[src/rtl/bist_engine.sv]
// BIST engine: a Fibonacci LFSR drives the CUT and a MISR compacts its responses.
// A control FSM runs N patterns, waits out CUT latency and compares against a golden signature.
module bist_engine #(
  parameter int              PAT_W    = 8,
  parameter logic [PAT_W-1:0] PAT_POLY = 8'hB8,
  parameter logic [PAT_W-1:0] PAT_SEED = 8'hFF,
  parameter int              SIG_W    = 16,
  parameter logic [SIG_W-1:0] SIG_POLY = 16'hB400,
  parameter logic [SIG_W-1:0] SIG_SEED = 16'h0001,
  parameter int              RESP_W   = 8,
  parameter int              CNT_W    = 16,
  parameter int              CUT_LAT  = 1
) (
  input  logic              clk,
  input  logic              rst_n,
  input  logic              start,
  input  logic              abort,
  input  logic [CNT_W-1:0]  num_patterns,
  input  logic [SIG_W-1:0]  golden,
  output logic [PAT_W-1:0]  pattern,
  output logic              pattern_valid,
  input  logic [RESP_W-1:0] response,
  output logic              busy,
  output logic              done,
  output logic              pass,
  output logic [SIG_W-1:0]  signature
);

  if (PAT_SEED == '0) begin : g_chk_seed
    $error("bist_engine: PAT_SEED must be nonzero");
  end
  if (RESP_W > SIG_W) begin : g_chk_resp
    $error("bist_engine: RESP_W must not exceed SIG_W");
  end
  if (CUT_LAT < 0 || CUT_LAT > 7) begin : g_chk_lat
    $error("bist_engine: CUT_LAT must be in 0..7");
  end
  if (PAT_W < 2 || SIG_W < 2) begin : g_chk_w
    $error("bist_engine: PAT_W and SIG_W must be at least 2");
  end

  typedef enum logic [2:0] {
    IDLE    = 3'd0,
    SEED    = 3'd1,
    RUN     = 3'd2,
    DRAIN   = 3'd3,
    COMPARE = 3'd4,
    DONE    = 3'd5
  } state_t;

  localparam logic [2:0] LAT_M1 = (CUT_LAT > 0) ? 3'(CUT_LAT - 1) : 3'd0;

  state_t            state_r;
  logic [PAT_W-1:0]  q_r;
  logic [SIG_W-1:0]  s_r;
  logic [CNT_W-1:0]  cnt_r;
  logic [2:0]        drain_r;
  logic              pattern_valid_r;
  logic              busy_r;
  logic              done_r;
  logic              pass_r;
  logic              mvalid_s;

  function automatic logic [PAT_W-1:0] lfsr_next(input logic [PAT_W-1:0] q);
    return {q[PAT_W-2:0], ^(q & PAT_POLY)};
  endfunction

  function automatic logic [SIG_W-1:0] misr_next(input logic [SIG_W-1:0] s,
                                                 input logic [RESP_W-1:0] r);
    logic [SIG_W-1:0] ext;
    ext = '0;
    ext[RESP_W-1:0] = r;
    return {s[SIG_W-2:0], ^(s & SIG_POLY)} ^ ext;
  endfunction

  // The MISR samples a response only when the valid bit of its pattern emerges from the latency pipe.
  if (CUT_LAT == 0) begin : g_nolat
    assign mvalid_s = pattern_valid_r;
  end else begin : g_lat
    logic [CUT_LAT-1:0] pipe_r;
    logic [CUT_LAT-1:0] pipe_s;

    // Next value of the valid delay pipe
    always_comb begin
      pipe_s    = pipe_r << 1;
      pipe_s[0] = pattern_valid_r;
    end

    // Valid delay pipe, flushed on abort
    always_ff @(posedge clk or negedge rst_n) begin
      if (!rst_n) begin
        pipe_r <= '0;
      end else if (abort) begin
        pipe_r <= '0;
      end else begin
        pipe_r <= pipe_s;
      end
    end

    assign mvalid_s = pipe_r[CUT_LAT-1];
  end

  // Control FSM with LFSR, MISR, counter and registered status outputs
  always_ff @(posedge clk or negedge rst_n) begin
    if (!rst_n) begin
      state_r         <= IDLE;
      q_r             <= PAT_SEED;
      s_r             <= SIG_SEED;
      cnt_r           <= '0;
      drain_r         <= 3'd0;
      pattern_valid_r <= 1'b0;
      busy_r          <= 1'b0;
      done_r          <= 1'b0;
      pass_r          <= 1'b0;
    end else if (abort && state_r != IDLE) begin
      state_r         <= IDLE;
      q_r             <= PAT_SEED;
      s_r             <= SIG_SEED;
      pattern_valid_r <= 1'b0;
      busy_r          <= 1'b0;
      done_r          <= 1'b0;
      pass_r          <= 1'b0;
    end else begin
      if (mvalid_s) begin
        s_r <= misr_next(s_r, response);
      end
      case (state_r)
        IDLE, DONE: begin
          if (start && !abort) begin
            state_r <= SEED;
            q_r     <= PAT_SEED;
            s_r     <= SIG_SEED;
            cnt_r   <= num_patterns;
            busy_r  <= 1'b1;
            done_r  <= 1'b0;
            pass_r  <= 1'b0;
          end
        end
        SEED: begin
          if (cnt_r != '0) begin
            state_r         <= RUN;
            pattern_valid_r <= 1'b1;
          end else if (CUT_LAT > 0) begin
            state_r <= DRAIN;
            drain_r <= LAT_M1;
          end else begin
            state_r <= COMPARE;
          end
        end
        RUN: begin
          q_r   <= lfsr_next(q_r);
          cnt_r <= cnt_r - CNT_W'(1);
          if (cnt_r == CNT_W'(1)) begin
            pattern_valid_r <= 1'b0;
            if (CUT_LAT > 0) begin
              state_r <= DRAIN;
              drain_r <= LAT_M1;
            end else begin
              state_r <= COMPARE;
            end
          end
        end
        DRAIN: begin
          if (drain_r == 3'd0) begin
            state_r <= COMPARE;
          end else begin
            drain_r <= drain_r - 3'd1;
          end
        end
        COMPARE: begin
          pass_r  <= (s_r == golden);
          done_r  <= 1'b1;
          busy_r  <= 1'b0;
          state_r <= DONE;
        end
        default: begin
          state_r <= IDLE;
        end
      endcase
    end
  end

  assign pattern       = q_r;
  assign pattern_valid = pattern_valid_r;
  assign busy          = busy_r;
  assign done          = done_r;
  assign pass          = pass_r;
  assign signature     = s_r;

endmodule
[config.mk]
export PLATFORM = sky130hd
export DESIGN_NAME = bist_engine
export DESIGN_NICKNAME = d
export VERILOG_FILES = /design/src/rtl/bist_engine.sv
export SDC_FILE = /design/constraint.sdc
export NUM_CORES = 1
export LEC_CHECK = 0
export BUFFER_PORTS_ARGS = -buffer_cell sky130_fd_sc_hd__buf_2
export CORE_MARGIN = 3
export CORE_UTILIZATION = 40
export DETAILED_ROUTE_END_ITERATION = 7
export PLACE_DENSITY = 0.77
export SLEW_MARGIN = 30
export SYNTH_ARGS = -nofsm -noshare
export SYNTH_HDL_FRONTEND = slang
export SYNTH_SLANG_ARGS = --single-unit
[constraint.sdc]
create_clock -name clk -period 1.93 [get_ports clk]
set_input_delay 0.4825 -clock clk [delete_from_list [all_inputs] [get_ports clk]]
set_output_delay 0.4825 -clock clk [all_outputs]
set_load 0.03 [all_outputs]
# Yosys cells after proc, flatten, opt, wreduce, memory -nomap -nowiden
# Cells that the tools add are included.
[word_totals] reg_bits=51 in_bits=44 output_inout_bits=28 elab_cells=82
[op_classes] addsub=2 eq_ne=15 muxes=32 bitwise_logic=2 n_reduce_logical=21
[ops] operator="16-bit two-way mux" count=5
[ops] operator="16-bit one-hot mux with 2 select lines" count=1
[ops] operator="3-bit two-way mux" count=7
[ops] operator="16-bit by 1-bit equality test with 1-bit output (second input constant)" count=1
[ops] operator="16-bit equality test" count=1
[ops] operator="8-bit two-way mux" count=2
[ops] operator="8-bit one-hot mux with 2 select lines" count=1
[ops] operator="16-bit nonzero test" count=1
[ops] operator="16-bit parity" count=1
[ops] operator="16-bit by 1-bit subtractor with 16-bit output (second input constant)" count=1
[ops] operator="16-bit by 8-bit XOR with 16-bit output" count=1
[ops] operator="3-bit one-hot mux with 5 select lines" count=1
[ops] operator="3-bit nonzero test" count=5
[ops] operator="3-bit != test (second input constant)" count=4
[ops] operator="1-bit two-way mux" count=10
[ops] operator="3-bit one-hot mux with 3 select lines" count=1
[ops] operator="3-bit AND reduction" count=3
[ops] operator="2-bit != test (second input constant)" count=4
[ops] operator="1-bit one-hot mux with 2 select lines" count=4
[ops] operator="8-bit parity" count=1
[ops] operator="3-bit by 2-bit equality test with 1-bit output (second input constant)" count=2
[ops] operator="3-bit equality test (second input constant)" count=2
[ops] operator="3-bit logical NOT" count=2
[ops] operator="5-bit AND reduction" count=1
[ops] operator="other kinds (8)" count=10

# Depth between registers and ports, before layout
[depth] word_depth=6 depth_mapped=8 ltp_nobuf=8

# Least setup slack after synthesis
# OpenSTA, ideal clock, no wires.
[synth_path] path_type="register to register" startpoint="register drain_r[0]" endpoint="register drain_r[0]" arrival_ns=1.873 setup_slack_ns=-0.008 stages_incl_launch_ff=9 period_less_slack_ns=1.938 path_cell_list="dfrtp_1 -> inv_1 -> ha_1 -> ha_1 -> and3_1 -> nor4_1 -> or3b_2 -> nor2_1 -> a21o_1"
[synth_between] elab_chain_cells=3
[synth_lines] item="start: declaration" line="57" source="logic [2:0] drain_r;"
[synth_lines] item="start signal: assignment" line="167" source="drain_r <= drain_r - 3'd1;"
[synth_lines] item="3-bit by 1-bit subtractor with 3-bit output / 3-bit logical NOT (equally long branches)" line="167, 164"
[synth_lines] item="3-bit two-way mux / 2-bit != test (equally long branches)"
[synth_lines] item="3-bit one-hot mux with 3 select lines / 5-bit AND reduction (equally long branches)"
# Parallel ways exist; a longest one is shown, timed or not. The select of a mux whose other input is x is not followed.
# A chain may end at the register's enable or synchronous reset.

# Final worst setup path
# Same ends and word-level chain as after synthesis.

==> results.toml <==
[outcome]
status = "finished, final reports clean"

[synth]
synth_edf_count = 0
synth-async-reset-ratio_pct = 100.0
yosys_warnings = 0
synthXorXnorAreaFrac_pct = 8.992
ys_seq_area_share_pct = 43.24
synth_area_um2 = 2978
synth_mux_area_share_pct = 3.025
synthCells = 320
synth_nets = 369
yosys.area_share.simple_pct = 18.95
yosys.cell_types.count = 53
syn_avg_cell_area_um2 = 9.306
yosys.area_share.adder_pct = 2.101
synth-seq-cells = 51
yosysTopAreaCell = "dfrtp_1"
synth_top_family_by_area = "simple AND/OR/NAND/NOR gates"
synth_area_leaders = "dfrtp_1 (35%), dfstp_2 (7.9%), xor2_1 (5.3%), nor2_1 (4.9%), a21oi_1 (4.9%)"
synth_compound_area_share_pct = 18.91
ys.flop_type = "dfrtp_1"
synth_top_area_share_pct = 35.29

[timing]
finClkSkew_ns = 0.005488
finalWorstSetupSlack_ns = 0.07152
worst_slew_pin_slew_ns = 0.3616
slew_headroom_pct = 75.81
hold_viol_final = 0
period_minus_slack_ns = 1.858
finalSetupViolations = 0
clock.fmax_mhz = 538.1
fin_crit_sh_pct = 96.29
slew_violations = 0

[die]
core_area_um2 = 7019
dieArea_um2 = 8516
start_util_pct = 42.42
die_y_um = 92.28
fp-row-count = 30
floorplan.die.width_um = 92.28
pin_count = 72

[worst_setup_path]
timing.rr.start = "drain_r[0]"
cp.depth = 8
end_kind = "flip-flop"
crit_family = "simple AND/OR/NAND/NOR gates"
reg2reg_slack_ns = 0.07
worstRegToRegCells = 8
cp.required_ns = 2.18
path_common_cell = "ha_2"
cp-start-kind = "flip-flop"
path_cells = "inv_1 -> ha_2 -> ha_2 -> and3_4 -> nor4_4 -> or3b_4 -> nor2_1 -> a21o_1"
critPathBufInv = 1
arrival_ns = 2.11
critPathSlowestCell = "or3b_4"
critical_path.reg2reg.endpoint = "drain_r[0]"
slowest_delay_ns = 0.44
worst-setup-path-type = "flip-flop to flip-flop"
crit_fanout = 3

[clock_tree]
cts_buffer_depth = 2
insertion_delay_ns = 0.31
cts_max_level = 2
clkSinkCount = 51
cts_buffers = 5
cts_tree = "yes"
cts_root_buffer = "clkbuf_8"
cts.clk_slew.worst_paths_ns = 0.09

[final_layout]
final_cell_count_no_fill = 510
seq_area_um2 = 1292
num_antenna_cells = 0
fin_area_um2 = 3890
finish.utilization_pct = 55.42
fillCellCount = 602
nets = 462
multi_input_area_um2 = 1680
areaGrowthSynthToFinish_pct = 30.63
final_layout_size_suffix_gt1_share_pct = 37.44

[placement]
placed_area_um2 = 3637
dpl.cell_count = 499
gp_congestion = 0.8214
dp_worst_setup_slack_ns = -0.09619
place_hpwl_um = 5456
port_buffers = 71

[global_routing]
grt_antenna_before_repair = 0
grt_max_degree = 52
grt_first_pass_wirelength_um = 12910
grt-ovfl-total = 0
grt_pass1_vias = 2708
track_usage_pct = 18.75

[min_path]
min_path_type = "input port to async pin"

[detailed_routing]
vias = 2798
antenna_left = 0
via_per_inst = 5.486
drt-pass1-iter-count = 5
drc = 0
avgRoutedWirePerCell_um = 15.41
drt-initial-drc-count = 181
drt-total-wl_um = 7859

[power]
powerDensity_nw_per_um2 = 1126
cellLeakagePower_uw = 0.001680
ir_drop_mv = 0.4100

[run]
max-cap-violations = 0
==> cells by family (layout without fill, tap and decap cells) <==
kind of cell	Yosys count	after routing
mux	9	9
simple gates	110	110
fa+ha+maj	5	5
buf+inv	29	123
compound gates	87	87
flops	51	51
xor+xnor	29	29
==> placed cells by master, fill, tap and decap left out, types with 3 or more instances in the layout <==
cell type / netlist / layout
a211oi_1: 9 / 9
a21oi_1: 29 / 29
a31oi_1: 4 / 3
buf_12: 0 / 3
buf_2: 2 / 71
buf_4: 0 / 33
clkbuf_8: 3 / 7
dfrtp_1: 42 / 38
dfrtp_2: 0 / 4
dfstp_2: 9 / 9
ha_1: 5 / 3
inv_1: 8 / 6
mux2i_1: 9 / 9
nand2_1: 13 / 13
nand2b_1: 3 / 3
nand3_1: 4 / 3
nand4_1: 3 / 3
nor2_1: 39 / 39
nor3_1: 22 / 20
nor4_1: 7 / 6
nor4_4: 1 / 3
o21ai_0: 15 / 15
o22a_1: 3 / 3
o32ai_1: 3 / 3
or2_2: 3 / 3
xnor2_1: 10 / 10
xor2_1: 18 / 18
==> layer usage <==
| layer | GRT usage (%) | wire length, um |
|---|---|---|
| met2 | 31.08 | 3900 |
| met3 | 2.871 | 425 |
| met5 | 0 | 0 |
| met1 | 25.22 | 3371 |
| met4 | 5.817 | 162 |
==> registers in the layout, summed over array words and instances (netlist names) <==
| signal | flops |
|---|---|
| g_lat.pipe_r | 1 |
| state_r | 3 |
| pattern_valid | 1 |
| signature | 16 |
| drain_r | 3 |
| pattern | 8 |
| cnt_r | 16 |
| done | 1 |
| busy | 1 |
| pass | 1 |
==> cells in the mapped netlist (3+ instances only) <==
cell type and instances:
clkbuf_1 14, or2_2 3, o22a_1 3, o21ai_0 15, xnor2_1 10, nor4_1 7
nand2_1 13, nand3_1 4, nor2_1 39, o2bb2ai_1 4, inv_1 8, nand2b_1 3
dfstp_2 9, or3_1 3, mux2i_1 9, nand4_1 3, a31oi_1 4, a21oi_1 29
clkbuf_8 3, xor2_1 18, o32ai_1 3, ha_1 5, a211oi_1 9, nor3_1 22
dfrtp_1 42
==> report_power, final <==
part | total, uW | switching, uW | internal (uW)
clock network | 689 | 362 | 327
registers | 1680 | 315 | 1360
logic | 2010 | 1130 | 887
==> what timing repair did <==
action,in CTS,in global routing
hold buffers,0,0
gates resized for setup,11,17
endpoints found under the setup margin,4,12
pin swaps,2,2
setup buffers,1,2
==> cell type report <==
| cell class | count | area share [%] |
|---|---|---|
| clock buffer | 7 | 2.477 |
| clock inverter | 1 | 0.1930 |
| inverter | 8 | 0.7720 |
| multi-input combinational | 240 | 43.20 |
| sequential | 51 | 33.23 |
| tap | 96 | 3.088 |
| timing repair buffer | 107 | 17.05 |
==> worst max path at each step <==
stage                          start         end
after floorplan           drain_r[0]  drain_r[0]
after global placement    drain_r[0]  drain_r[0]
after detailed placement  drain_r[1]  drain_r[2]
after CTS                   cnt_r[1]   cnt_r[12]
after global routing        cnt_r[1]   cnt_r[12]
final                     drain_r[0]  drain_r[0]
==> through the flow <==
stage	hold slack, ns	total power (uW)	setup TNS [ns]
6_report	0.1471	4382	0
5_1_grt	0.1693	4670	-0.05346
4_1_cts	0.1591	4243	0
3_5_place_dp	0.4905	3488	-0.2729
3_3_place_gp	0.4716	3423	0
2_1_floorplan	0.1869	2766	0
Note: power is estimated with default switching activity, not from simulation.
